--- src/rtl/if_fetch_ctrl.sv ---
// Instruction-fetch sequencer: owns the PC, fetches from a combinational memory
// into a small skid FIFO for decode. Optional range trap enabled by IF_FETCH_TRAP_EN.
module if_fetch_ctrl #(
  parameter logic [31:0] RESET_PC   = 32'h0000_0000,
  parameter int unsigned MEM_SIZE   = 1024,
  parameter int unsigned FIFO_DEPTH = 2
) (
  input  logic        clk,
  input  logic        rst_n,
  input  logic        fetch_en,
  output logic [31:0] mem_addr,
  input  logic [31:0] mem_rdata,
  input  logic        redirect,
  input  logic [31:0] redirect_pc,
  output logic        if_valid,
  input  logic        if_ready,
  output logic [31:0] if_instr,
  output logic [31:0] if_pc,
  output logic        fetch_busy
`ifdef IF_FETCH_TRAP_EN
  , output logic      fetch_fault
`endif
);

  localparam int unsigned PW = (FIFO_DEPTH > 2) ? 2 : 1;
  localparam int unsigned CW = PW + 1;

  typedef enum logic [1:0] {
    IDLE,
    RUN
`ifdef IF_FETCH_TRAP_EN
    , FAULT
`endif
  } state_t;

  state_t          state, state_nxt;
  logic [31:0]     pc;
  logic [31:0]     target;
  logic [PW-1:0]   head, tail;
  logic [CW-1:0]   count;
  logic [31:0]     instr_q [FIFO_DEPTH];
  logic [31:0]     pc_q    [FIFO_DEPTH];
  logic            enq, deq;
  logic            pc_ok;
  logic            unused_bits;

  assign target = {redirect_pc[31:2], 2'b00};

`ifdef IF_FETCH_TRAP_EN
  localparam logic [32:0] LIMIT = 33'(MEM_SIZE) * 33'd4;
  logic target_ok;
  assign pc_ok       = ({1'b0, pc} < LIMIT);
  assign target_ok   = ({1'b0, target} < LIMIT);
  assign fetch_fault = (state == FAULT);
  assign unused_bits = ^redirect_pc[1:0];
`else
  assign pc_ok       = 1'b1;
  assign unused_bits = ^{redirect_pc[1:0], MEM_SIZE};
`endif

  assign mem_addr   = pc;
  assign if_valid   = (count != '0);
  assign if_instr   = instr_q[head];
  assign if_pc      = pc_q[head];
  assign fetch_busy = (state == RUN);

  // Redirect suppresses both FIFO ports so the flush wins over a same-cycle handshake.
  always_comb begin
    state_nxt = state;
    deq       = 1'b0;
    enq       = 1'b0;
    if (!redirect) begin
      deq = if_valid && if_ready;
      enq = (state == RUN) && pc_ok && ((count < CW'(FIFO_DEPTH)) || deq);
    end
    case (state)
      IDLE: if (!redirect && fetch_en) state_nxt = RUN;
      RUN: begin
        if (!fetch_en) state_nxt = IDLE;
`ifdef IF_FETCH_TRAP_EN
        if (!redirect && !pc_ok) state_nxt = FAULT;
`endif
      end
`ifdef IF_FETCH_TRAP_EN
      FAULT: if (redirect && target_ok) state_nxt = fetch_en ? RUN : IDLE;
`endif
      default: state_nxt = IDLE;
    endcase
  end

  always_ff @(posedge clk or negedge rst_n) begin
    if (!rst_n) begin
      state <= IDLE;
      pc    <= RESET_PC;
      head  <= '0;
      tail  <= '0;
      count <= '0;
      for (int unsigned i = 0; i < FIFO_DEPTH; i++) begin
        instr_q[i] <= '0;
        pc_q[i]    <= '0;
      end
    end else begin
      state <= state_nxt;
      if (redirect) begin
        pc    <= target;
        head  <= '0;
        tail  <= '0;
        count <= '0;
      end else begin
        if (enq) begin
          instr_q[tail] <= mem_rdata;
          pc_q[tail]    <= pc;
          tail          <= tail + 1'b1;
          pc            <= pc + 32'd4;
        end
        if (deq) head <= head + 1'b1;
        if (enq && !deq)      count <= count + 1'b1;
        else if (deq && !enq) count <= count - 1'b1;
      end
    end
  end

endmodule

--- config.mk ---
export PLATFORM = sky130hd
export DESIGN_NAME = if_fetch_ctrl
export DESIGN_NICKNAME = d
export VERILOG_FILES = /design/src/rtl/if_fetch_ctrl.sv
export SDC_FILE = /design/constraint.sdc
export NUM_CORES = 1
export LEC_CHECK = 0
export ABC_AREA = 1
export CELL_PAD_IN_SITES_DETAIL_PLACEMENT = 0
export CELL_PAD_IN_SITES_GLOBAL_PLACEMENT = 1
export CORE_AREA = 4 4 197 123
export CTS_BUF_LIST = sky130_fd_sc_hd__clkbuf_8 sky130_fd_sc_hd__clkbuf_16
export DETAILED_ROUTE_END_ITERATION = 16
export DIE_AREA = 0 0 201 127
export PLACE_DENSITY = 0.83
export SLEW_MARGIN = 20
export SYNTH_ARGS = -nofsm -noshare
export SYNTH_HDL_FRONTEND = slang
export SYNTH_SLANG_ARGS = --single-unit
--- constraint.sdc ---
create_clock -name clk -period 3.45 [get_ports clk]
set_input_delay 0.69 -clock clk [delete_from_list [all_inputs] [get_ports clk]]
set_output_delay 0.69 -clock clk [all_outputs]
set_load 0.01 [all_outputs]
==> results of run 1 <==
state kept, by name, indices dropped and copies added, names as in the netlist:
| register | count |
|---|---|
| count | 2 |
| head | 1 |
| instr_q | 64 |
| mem_addr | 30 |
| pc_q | 60 |
| state | 1 |
| tail | 1 |
cells by family after synthesis:
kind of cell,count (synthesis),synth area share (%)
compound gates,147,9.99
xor+xnor,9,1.02
fa+ha+maj,1,0.162
buf+inv,128,7.48
flops,159,51.5
other cells,1,0.0485
simple gates,591,29.8
layer usage:
layer	GRT usage, %	routed length [um]
met1	27.8	11700
met2	23.6	8920
met3	5.50	1840
met4	3.68	157
met5	0	0
layout make-up:
class                           count  area [um2]  share of cell area (%)
Multi-Input combinational cell    752        3190                    31.5
Sequential cell                   159        3980                    39.2
Clock buffer                       21         480                    4.74
Clock inverter                     11         101                   0.999
Inverter                           75         282                    2.78
Timing Repair Buffer              174        1750                    17.2
Tap cell                          292         365                    3.60
layout by cell type (no fill, tap or decap), drive strengths merged, types with 2 or more instances in the layout:
cell type,Yosys,layout
clkbuf,25,21
conb,1,4
bufinv,0,2
nand3,40,40
clkinv,0,3
inv,75,81
clkdlybuf4s50,0,159
o221ai,3,3
a21oi,5,5
xor2,8,8
o211ai,4,4
nand2,484,484
dfrtp,159,159
o21ai,133,133
buf,28,15
nor2,65,65
per-stage QoR:
step,setup slack [ns],hold WS [ns],utilization [%],area (um2),std cells
floorplan,1.66,0.394,-,7740,1039
finish,0.501,0.245,45.0,10100,1484
global route,0.352,0.274,45.0,10100,1484
global placement,0.686,0.466,42.4,9560,1452
detailed placement,0.668,0.470,42.4,9560,1452
CTS,0.470,0.252,45.0,10100,1484
worst max-delay path: stages, from the launching register on:
cell	delay, ns
dfrtp_2	0.38
buf_4	0.62
nand2_1	0.10
nand2_1	0.17
clkdlybuf4s50_1	0.56
how the worst max path moves through the flow:
stage	cells after the start	from	endpoint	slack, ns
2_1_floorplan	10	redirect	instr_q[44]$_DFFE_PN0P_	1.66
3_3_place_gp	9	if_ready	tail$_DFFE_PN0P_	0.69
3_5_place_dp	9	if_ready	tail$_DFFE_PN0P_	0.67
4_1_cts	4	head$_DFFE_PN0P_	if_pc[20]	0.47
5_1_grt	4	head$_DFFE_PN0P_	if_pc[8]	0.35
6_report	4	head$_DFFE_PN0P_	if_pc[20]	0.50
power by group through the flow:
stage | Clock, mW | Sequential, mW | Combinational [mW]
finish | 1.87 | 2.87 | 2.24
global route | 2.01 | 2.96 | 2.52
CTS | 1.92 | 2.87 | 2.28
detailed placement | 0 | 2.89 | 2.27
global placement | 0 | 2.88 | 2.24
floorplan | 0 | 2.82 | 1.19
==> summary.md, run 1 <==
| Metric | Value |
|---|---|
| Internal | `4.69 mW` |
| Combinational Power Share | `32.1%` |
| Clk slew on worst S/H paths | `0.06 ns` |
| H-tree depth | `4` |
| Routed Antenna Nets | `0` |
| Die ar. | `25500 um2` |
| Clock power share | `26.8%` |
| Largest area contributor in the netlist | `dfrtp_1` |
| Cell variety after synth | `29` |
| Seq/Total Area, Yosys | `51.5%` |
| Primary FF master, synth | `dfrtp_1` |
| Initial Util | `34.3%` |
| Pre-antenna DRT Iters | `6` |
| Total Routed Length | `22600 um` |
| Num ports | `167` |
| CTS tree | `built` |
| Data required time of the worst path | `2.76 ns` |
| Max-Cap Viols | `0` |
| Later-pin clock latency in the skew report | `0.42 ns` |
| Period Utilization, post-route | `85.5%` |
| CP Max Fanout | `62` |
| RSZ-0062 raised after global routing | `no` |
| Crit path DAT | `2.26 ns` |
| PostCTS Resize Cnt | `0` |
| Drt drc | `0` |
| Overall Power | `6.98 mW` |
| Die height | `127 um` |
| Fin Clk Skew | `0.00789 ns` |
| Worst reg-to-reg path cell count | `7` |
| FF-to-FF End | `mem_addr[16]$_DFFE_PN0P_` |
| DR WL/cell | `15.2 um` |
| Largest net degree at the start of global routing | `68` |
| R2R setup slack | `1.41 ns` |
| Hold Crit Class | `input pin to asynchronous set/reset pin` |
| Buffers on Ports | `160` |
| Status | `finished, final reports clean` |
| Fmax | `339 MHz` |
| Post-DP HPWL | `15800 um` |
| Synth Register Bits | `159` |
| First-pass GRT wire length | `36100 um` |
| Post-synth top area share | `51.5%` |
| Fin nets | `1249` |
| Fin Setup TNS | `0 ns` |
| Number of synthesized flops with an enable pin | `0` |
| Rows | `43` |
| Via/cell ratio | `4.71` |
| Core area | `22500 um2` |
| Switch share | `32.8%` |
| Initial antenna violation count | `0` |
| Static leakage | `4.96 nW` |
| Via count | `6983` |
| Initial DRC Count | `605` |
| Overflow after GRT | `0` |
| Critical path endpoint category | `output pin` |
| Origin of the critical flop-to-flop path | `mem_addr[2]$_DFFE_PN0P_` |
| Layout area overhead | `31.2%` |
| Die width | `201 um` |
| Vias in the first global route | `6583` |
| Synth Instances | `1036` |
| Ant. Diodes | `0` |
| Slew HR | `49.2%` |
| Startpoint Class | `register` |
| Share of cells above drive strength 1 | `4.61%` |
| Setup violators final | `0` |
| Clock buffer depth | `2` |
| CTS Hold Bufs | `0` |
| Power Density | `689 nW/um2` |
| Post-CTS Setup Inserts | `0` |
| Hold Vio Cnt, Final | `0` |
| Final slew viol count | `0` |
| Worst-Margin Slew | `0.763 ns` |
| Synth top area cells | `dfrtp_1 (51%), nand2_1 (23%), o21ai_0 (5.4%)` |
| CP Class | `register to output pin` |
| Synth Area per Inst | `7.46 um2` |
| Number of CTS-inserted buffers | `17` |
| GRT Overall Usage | `17.7%` |
| Syn Std Cell Area | `7730 um2` |
| Root Buffer | `clkbuf_16` |
| Clock Sinks | `159` |
| # fillers | `2283` |
| Top-count cell post-synth | `nand2_1` |
| Synth warnings | `0` |
| Ys async rst share | `100%` |
| Commonest cells post-synth | `nand2_1 (481), dfrtp_1 (159), o21ai_0 (83), inv_1 (71), nor2_1 (62)` |
| Worst IR Drop VDD | `0.000369 V` |
| Reg power frac | `41.1%` |
| P_sw | `2.29 mW` |
| Global placement routability congestion | `0.887` |
| Final Critical Period | `2.95 ns` |
No activity file was read; power rests on OpenSTA's default activity.
==> inputs of run 2 (changes only) <==
Settings changed: REMOVE_ABC_BUFFERS from default to 1.
==> run 2 against run 1 <==
Register-to-register slack got worse by 0.13 ns. Critical path depth did not move. Routed wire length rose by 0.65%. Cell count barely moved. Sequential power barely moved. Core utilization rose by 0.49 points. Flip-flop and latch count did not move.
==> summary.md, run 2 (same netlist as run 1, synthesis figures left out) <==
| Metric | Value |
|---|---|
| Clk slew on worst S/H paths | `0.06 ns (about the same)` |
| Most flops, register | `instr_q` |
| Worst Setup EP | `if_pc[20]` |
| Initial Util | `34.3% (unchanged)` |
| Crit-path cells | `buf_4 > nand2_1 > nand2_1 > clkdlybuf4s50_1` |
| Final Critical Period | `2.96 ns (+0.0134 ns)` |
| Startpoint Class | `register` |
| Drt drc | `0 (unchanged)` |
| Most used cell along the critical path | `nand2_1` |
| Vias in the first global route | `6525 (-0.88%)` |
| Hold WS | `0.157 ns (-0.0879 ns)` |
| Fin Clk Skew | `0.00671 ns (-0.00118 ns)` |
| Rows | `43 (unchanged)` |
| Post-CTS Setup Inserts | `0 (unchanged)` |
| Clock buffer depth | `2 (unchanged)` |
| H-tree depth | `4 (unchanged)` |
| Data required time of the worst path | `2.76 ns (about the same)` |
| Initial antenna violation count | `0 (unchanged)` |
| Num ports | `167 (unchanged)` |
| Later-pin clock latency in the skew report | `0.43 ns (about the same)` |
| Post-DP HPWL | `15900 um (+0.78%)` |
| CTS tree | `built` |
| Origin of the critical flop-to-flop path | `mem_addr[2]$_DFFE_PN0P_` |
| Worst reg-to-reg path cell count | `10 (+3)` |
| Core area | `22500 um2 (unchanged)` |
| FF-to-FF End | `mem_addr[28]$_DFFE_PN0P_` |
| Total Routed Length | `22700 um (+0.65%)` |
| Clock Sinks | `159 (unchanged)` |
| Period Utilization, post-route | `85.9% (+0.39 points)` |
| Root Buffer | `clkbuf_16` |
| Setup crit start | `head$_DFFE_PN0P_` |
| Fin nets | `1249 (unchanged)` |
| Slowest stage cell on the critical path | `buf_4` |
| Worst-Margin Slew | `0.789 ns (+0.0267 ns)` |
| First-pass GRT wire length | `36300 um (+0.77%)` |
| Via/cell ratio | `4.65 (-1.2%)` |
| Status | `finished, final reports clean` |
| Fin Setup TNS | `0 ns (unchanged)` |
| CP Max Fanout | `62 (unchanged)` |
| Die width | `201 um (unchanged)` |
| CP Class | `register to output pin` |
| Die ar. | `25500 um2 (unchanged)` |
| Pre-antenna DRT Iters | `5 (-1)` |
| Setup violators final | `0 (unchanged)` |
| Number of CTS-inserted buffers | `17 (unchanged)` |
| R2R setup slack | `1.28 ns (-0.13 ns)` |
| Via count | `6896 (-1.2%)` |
| Final slew viol count | `0 (unchanged)` |
| Overall Power | `7.25 mW (+3.9%)` |
| GRT Overall Usage | `18.0% (+0.34 points)` |
| Overflow after GRT | `0 (unchanged)` |
| Crit path DAT | `2.27 ns (about the same)` |
| Power Density | `707 nW/um2 (+2.7%)` |
| Largest net degree at the start of global routing | `126 (+85%)` |
| Global placement routability congestion | `0.847 (-4.5%)` |
| Layout area overhead | `32.7%` |
| Largest stage delay, worst path | `0.63 ns (about the same)` |
| Static leakage | `4.99 nW (+0.65%)` |
| Die height | `127 um (unchanged)` |
| Share of cells above drive strength 1 | `4.95% (+0.34 points)` |
| Fmax | `338 MHz (-0.45%)` |
| RSZ-0062 raised after global routing | `no` |
| CTS Hold Bufs | `0 (unchanged)` |
| Max-Cap Viols | `0 (unchanged)` |
| DR WL/cell | `15.3 um (+0.71%)` |
| PostCTS Resize Cnt | `0 (unchanged)` |
| Initial DRC Count | `469 (-22%)` |
| Buffers on Ports | `160 (unchanged)` |
| Critical path endpoint category | `output pin` |
| Hold Crit Class | `input pin to asynchronous set/reset pin` |
| Hold Vio Cnt, Final | `0 (unchanged)` |
| Max reg flops | `64 (unchanged)` |
| Commonest non-fill, non-tap cell in the layout | `nand2_1` |
| # fillers | `2265 (-0.79%)` |
| Routed Antenna Nets | `0 (unchanged)` |
| Worst IR Drop VDD | `0.000372 V (+0.82%)` |
| Most frequent cells in the layout | `nand2_1 (481), clkdlybuf4s50_1 (159), dfrtp_1 (158)` |
| Slew HR | `47.4% (-1.8 points)` |
| Ant. Diodes | `0 (unchanged)` |
[run 2: cell count changes in the layout (fill, tap and decap cells not counted)]
| cell | change |
|---|---|
| clkinv_2 | +1 |
| clkinvlp_4 | +1 |
| clkbuf_8 | -2 |
| inv_1 | -5 |
| buf_12 | +2 |
| bufinv_16 | +4 |
| buf_4 | -2 |
[run 2: cell type report]
type	count	area [um2]	area share (%)
clock buffer	19	453	4.42
clock inverter	12	215	2.10
inverter	75	282	2.74
multi-input combinational	752	3190	31.1
sequential	159	3980	38.8
tap	292	365	3.56
timing repair buffer	174	1770	17.3
[run 2: metrics by stage]
step / setup WS, ns / instance area [um2] / util, % / cells
floorplan: 0.659 / 7450 / - / 986
global placement: 0.690 / 9590 / 42.5 / 1452
detailed placement: 0.686 / 9590 / 42.5 / 1452
CTS: 0.456 / 10300 / 45.5 / 1483
global route: 0.357 / 10300 / 45.5 / 1483
finish: 0.488 / 10300 / 45.5 / 1483
[run 2: how the worst min path moves through the flow]
stage | from | endpoint | slack, ns | cells past startpoint
2_1_floorplan | rst_n | count[0]$_DFFE_PN0P_ | 0.39 | 0
3_3_place_gp | instr_q[22]$_DFFE_PN0P_ | instr_q[22]$_DFFE_PN0P_ | 0.47 | 2
3_5_place_dp | pc_q[54]$_DFFE_PN0P_ | pc_q[54]$_DFFE_PN0P_ | 0.47 | 2
4_1_cts | rst_n | instr_q[25]$_DFFE_PN0P_ | 0.15 | 1
5_1_grt | rst_n | instr_q[25]$_DFFE_PN0P_ | 0.17 | 1
6_report | rst_n | instr_q[23]$_DFFE_PN0P_ | 0.16 | 1
[run 2: critical path, delay by kind of cell, from the launching register on]
family	cells	cell delay, ns
buffers and inverters	2	1.19
DFF	1	0.37
and+or+nand+nor	2	0.28
[run 2: report_power, final]
group          leakage [nW]  internal, mW  switching (mW)
logic                  2.67          1.09            1.16
registers              1.99          2.48           0.388
clock network         0.330          1.39           0.747
total                  4.99          4.96            2.29
[run 2: metal layers]
| metal | global-route usage (%) | wire [um] | vias up |
|---|---|---|---|
| met4 | 3.88 | 161 | 0 |
| met5 | 0 | 0 | - |
| li1 | - | - | 3505 |
| met2 | 24.7 | 9120 | 202 |
| met3 | 5.20 | 1610 | 10 |
| met1 | 28.0 | 11900 | 3179 |
==> inputs of run 3 (changes only) <==
Settings changed: PLACE_DENSITY 0.83 to default, PLACE_DENSITY_LB_ADDON from default to 0.1.
==> run 3 against run 2 <==
Global-route usage grew 0.79 points. Largest cell class unchanged. Design area shrank 1.1%. Clock skew grew 0.0032 ns. Highest routed layer unchanged. Cell count is essentially flat. Die area is the same. Clock-buffer cell count grew 3. Core utilization shrank 0.49 points. Worst setup slack lost 0.15 ns. Register-to-register slack gained 0.04 ns. Maximum frequency shrank 4.9%. Critical path depth grew 1.
==> summary.md, run 3 (same netlist as run 1, synthesis figures left out) <==
| Metric | Value |
|---|---|
| Status | `finished, final reports clean` |
| Critical path endpoint category | `output pin` |
| Worst reg-to-reg path cell count | `10 (unchanged)` |
| Post-DP HPWL | `16500 um (+3.5%)` |
| Die width | `201 um (unchanged)` |
| CTS tree | `built` |
| Ant. Diodes | `0 (unchanged)` |
| Overflow after GRT | `0 (unchanged)` |
| Worst IR Drop VDD | `0.000376 V (+0.96%)` |
| Most flops, register | `instr_q` |
| First-pass GRT wire length | `37700 um (+3.8%)` |
| GR Util met2 | `25.3% (+0.66 points)` |
| Initial Util | `34.3% (unchanged)` |
| Num ports | `167 (unchanged)` |
| Drt drc | `0 (unchanged)` |
| Period Utilization, post-route | `90.3% (+4.4 points)` |
| Fin nets | `1248 (-0.080%)` |
| Clock power share | `26.1% (-3.3 points)` |
| Slowest stage cell on the critical path | `dfrtp_2` |
| Initial antenna violation count | `0 (unchanged)` |
| DR WL/cell | `16.1 um (+4.7%)` |
| Multi-input logic area | `3190 um2 (unchanged)` |
| H-tree depth | `4 (unchanged)` |
| CP Buf/Inv Count | `3 (+1)` |
| Hold WS | `0.282 ns (+0.125 ns)` |
| Global placement routability congestion | `0.851 (+0.53%)` |
| Most Crowded Layer GR | `met1` |
| Static leakage | `4.94 nW (-0.99%)` |
| GRT Overall Usage | `18.8% (+0.79 points)` |
| Buffers on Ports | `160 (unchanged)` |
| Slew HR | `54.5% (+7.2 points)` |
| Via count | `6979 (+1.2%)` |
| Clock Sinks | `159 (unchanged)` |
| Rows | `43 (unchanged)` |
| Grt met3 use | `4.64% (-0.56 points)` |
| Fin Clk Skew | `0.00987 ns (+0.00316 ns)` |
| Number of CTS-inserted buffers | `17 (unchanged)` |
| Area post-placement | `9580 um2 (about the same)` |
| Data required time of the worst path | `2.76 ns (about the same)` |
| Post-CTS Setup Inserts | `0 (unchanged)` |
| RSZ-0062 raised after global routing | `no` |
| # fillers | `2407 (+6.3%)` |
| Power Density | `684 nW/um2 (-3.3%)` |
| CTS Hold Bufs | `0 (unchanged)` |
| CP Class | `register to output pin` |
| Die height | `127 um (unchanged)` |
| Vias in the first global route | `6626 (+1.5%)` |
| Startpoint Class | `register` |
| Max reg flops | `64 (unchanged)` |
| Worst path top cell family by delay | `buffers and inverters` |
| Pre-antenna DRT Iters | `5 (unchanged)` |
| Later-pin clock latency in the skew report | `0.43 ns (about the same)` |
| Die ar. | `25500 um2 (unchanged)` |
| R2R setup slack | `1.32 ns (+0.04 ns)` |
| Most used cell along the critical path | `nand2_1` |
| Commonest non-fill, non-tap cell in the layout | `nand2_1` |
| Max-Cap Viols | `0 (unchanged)` |
| PostCTS Resize Cnt | `0 (unchanged)` |
| Most frequent cells in the layout | `nand2_1 (481), clkdlybuf4s50_1 (159), dfrtp_1 (158)` |
| Hold Crit Class | `input pin to asynchronous set/reset pin` |
| Share of cells above drive strength 1 | `4.62% (-0.33 points)` |
| Layout area overhead | `31.2%` |
| Via/cell ratio | `4.71 (+1.3%)` |
| Initial DRC Count | `518 (+10%)` |
| Worst-Margin Slew | `0.682 ns (-0.107 ns)` |
| Largest net degree at the start of global routing | `107 (-15%)` |
| Fin Setup TNS | `0 ns (unchanged)` |
| Core area | `22500 um2 (unchanged)` |
| Routed Antenna Nets | `0 (unchanged)` |
| Hold Vio Cnt, Final | `0 (unchanged)` |
| CP Max Fanout | `29 (-53%)` |
| Crit-path cells | `inv_2 > buf_4 > nand2_1 > nand2_1 > clkdlybuf4s50_1` |
| Root Buffer | `clkbuf_16` |
| Finished Cell Area | `10100 um2 (-1.1%)` |
| Clock buffer depth | `2 (unchanged)` |
| Total Routed Length | `23800 um (+4.6%)` |
| Fmax | `321 MHz (-4.9%)` |
| Origin of the critical flop-to-flop path | `mem_addr[2]$_DFFE_PN0P_` |
| Clk slew on worst S/H paths | `0.06 ns (about the same)` |
| FF/Latch Area | `3980 um2 (unchanged)` |
| M1 GR Usage | `30.2% (+2.1 points)` |
| FF-to-FF End | `mem_addr[28]$_DFFE_PN0P_` |
| Crit path DAT | `2.42 ns (+0.15 ns)` |
| Final Critical Period | `3.11 ns (+0.152 ns)` |
| Final slew viol count | `0 (unchanged)` |
| Overall Power | `6.94 mW (-4.3%)` |
| Setup violators final | `0 (unchanged)` |
| Reg power frac | `41.7% (+2.1 points)` |
| Combinational Power Share | `32.2% (+1.2 points)` |
| Switch share | `33.1% (+1.5 points)` |
| P_sw | `2.30 mW (+0.22%)` |
| Largest stage delay, worst path | `0.66 ns (+0.03 ns)` |
| Internal | `4.64 mW (-6.4%)` |
| Cell Count, Final, Fillers Out | `1482 (-0.067%)` |
| Placed cells | `1451 (-0.069%)` |
==> run 3: cell types whose count changed in the layout (fill, tap and decap cells not counted) <==
cell and delta:
buf_4 -1, clkinv_4 -1, bufinv_16 -5, clkinvlp_4 +1, clkinv_2 -1, inv_1 +3, clkbuf_8 +3
==> run 3: power groups by stage <==
stage                     clock network (mW)  logic (mW)  registers, mW
after floorplan                            0        1.11           2.85
after global placement                     0        2.25           2.91
after CTS                               1.88        2.28           2.89
after detailed placement                   0        2.27           2.92
after global routing                    1.96        2.52           2.98
final                                   1.81        2.23           2.89
==> run 3: stage by stage <==
step,util (%),worst slack [ns]
2_1_floorplan,-,0.659
3_3_place_gp,42.5,0.735
6_report,45.0,0.336
3_5_place_dp,42.5,0.707
4_1_cts,45.0,0.283
5_1_grt,45.0,0.204
==> run 3: worst reg2reg max path, delay by kind of cell (launching register included) <==
kind          cells  cell delay (ns)
fa+ha+maj         1             0.35
flops             1             0.51
simple gates      9             1.13
==> run 3: cell type report <==
cell class / instances / share of cell area, %
multi-input combinational: 752 / 31.5
tap: 292 / 3.60
inverter: 75 / 2.78
clock inverter: 9 / 0.691
timing repair buffer: 173 / 17.4
sequential: 159 / 39.2
clock buffer: 22 / 4.87
==> run 3: how the worst max path moves through the flow <==
stage | from | end | cells past startpoint | slack (ns)
after CTS | head$_DFFE_PN0P_ | if_pc[20] | 5 | 0.28
after global placement | if_ready | instr_q[63]$_DFFE_PN0P_ | 9 | 0.74
after global routing | head$_DFFE_PN0P_ | if_pc[20] | 5 | 0.20
final | head$_DFFE_PN0P_ | if_pc[20] | 5 | 0.34
after detailed placement | if_ready | instr_q[32]$_DFFE_PN0P_ | 9 | 0.71
after floorplan | head$_DFFE_PN0P_ | if_instr[0] | 3 | 0.66
==> run 3: metal layers <==
layer,routed length [um],vias to the layer above
li1,-,3512
met4,152,0
met2,9310,186
met3,1500,9
met1,12800,3272
met5,0,-
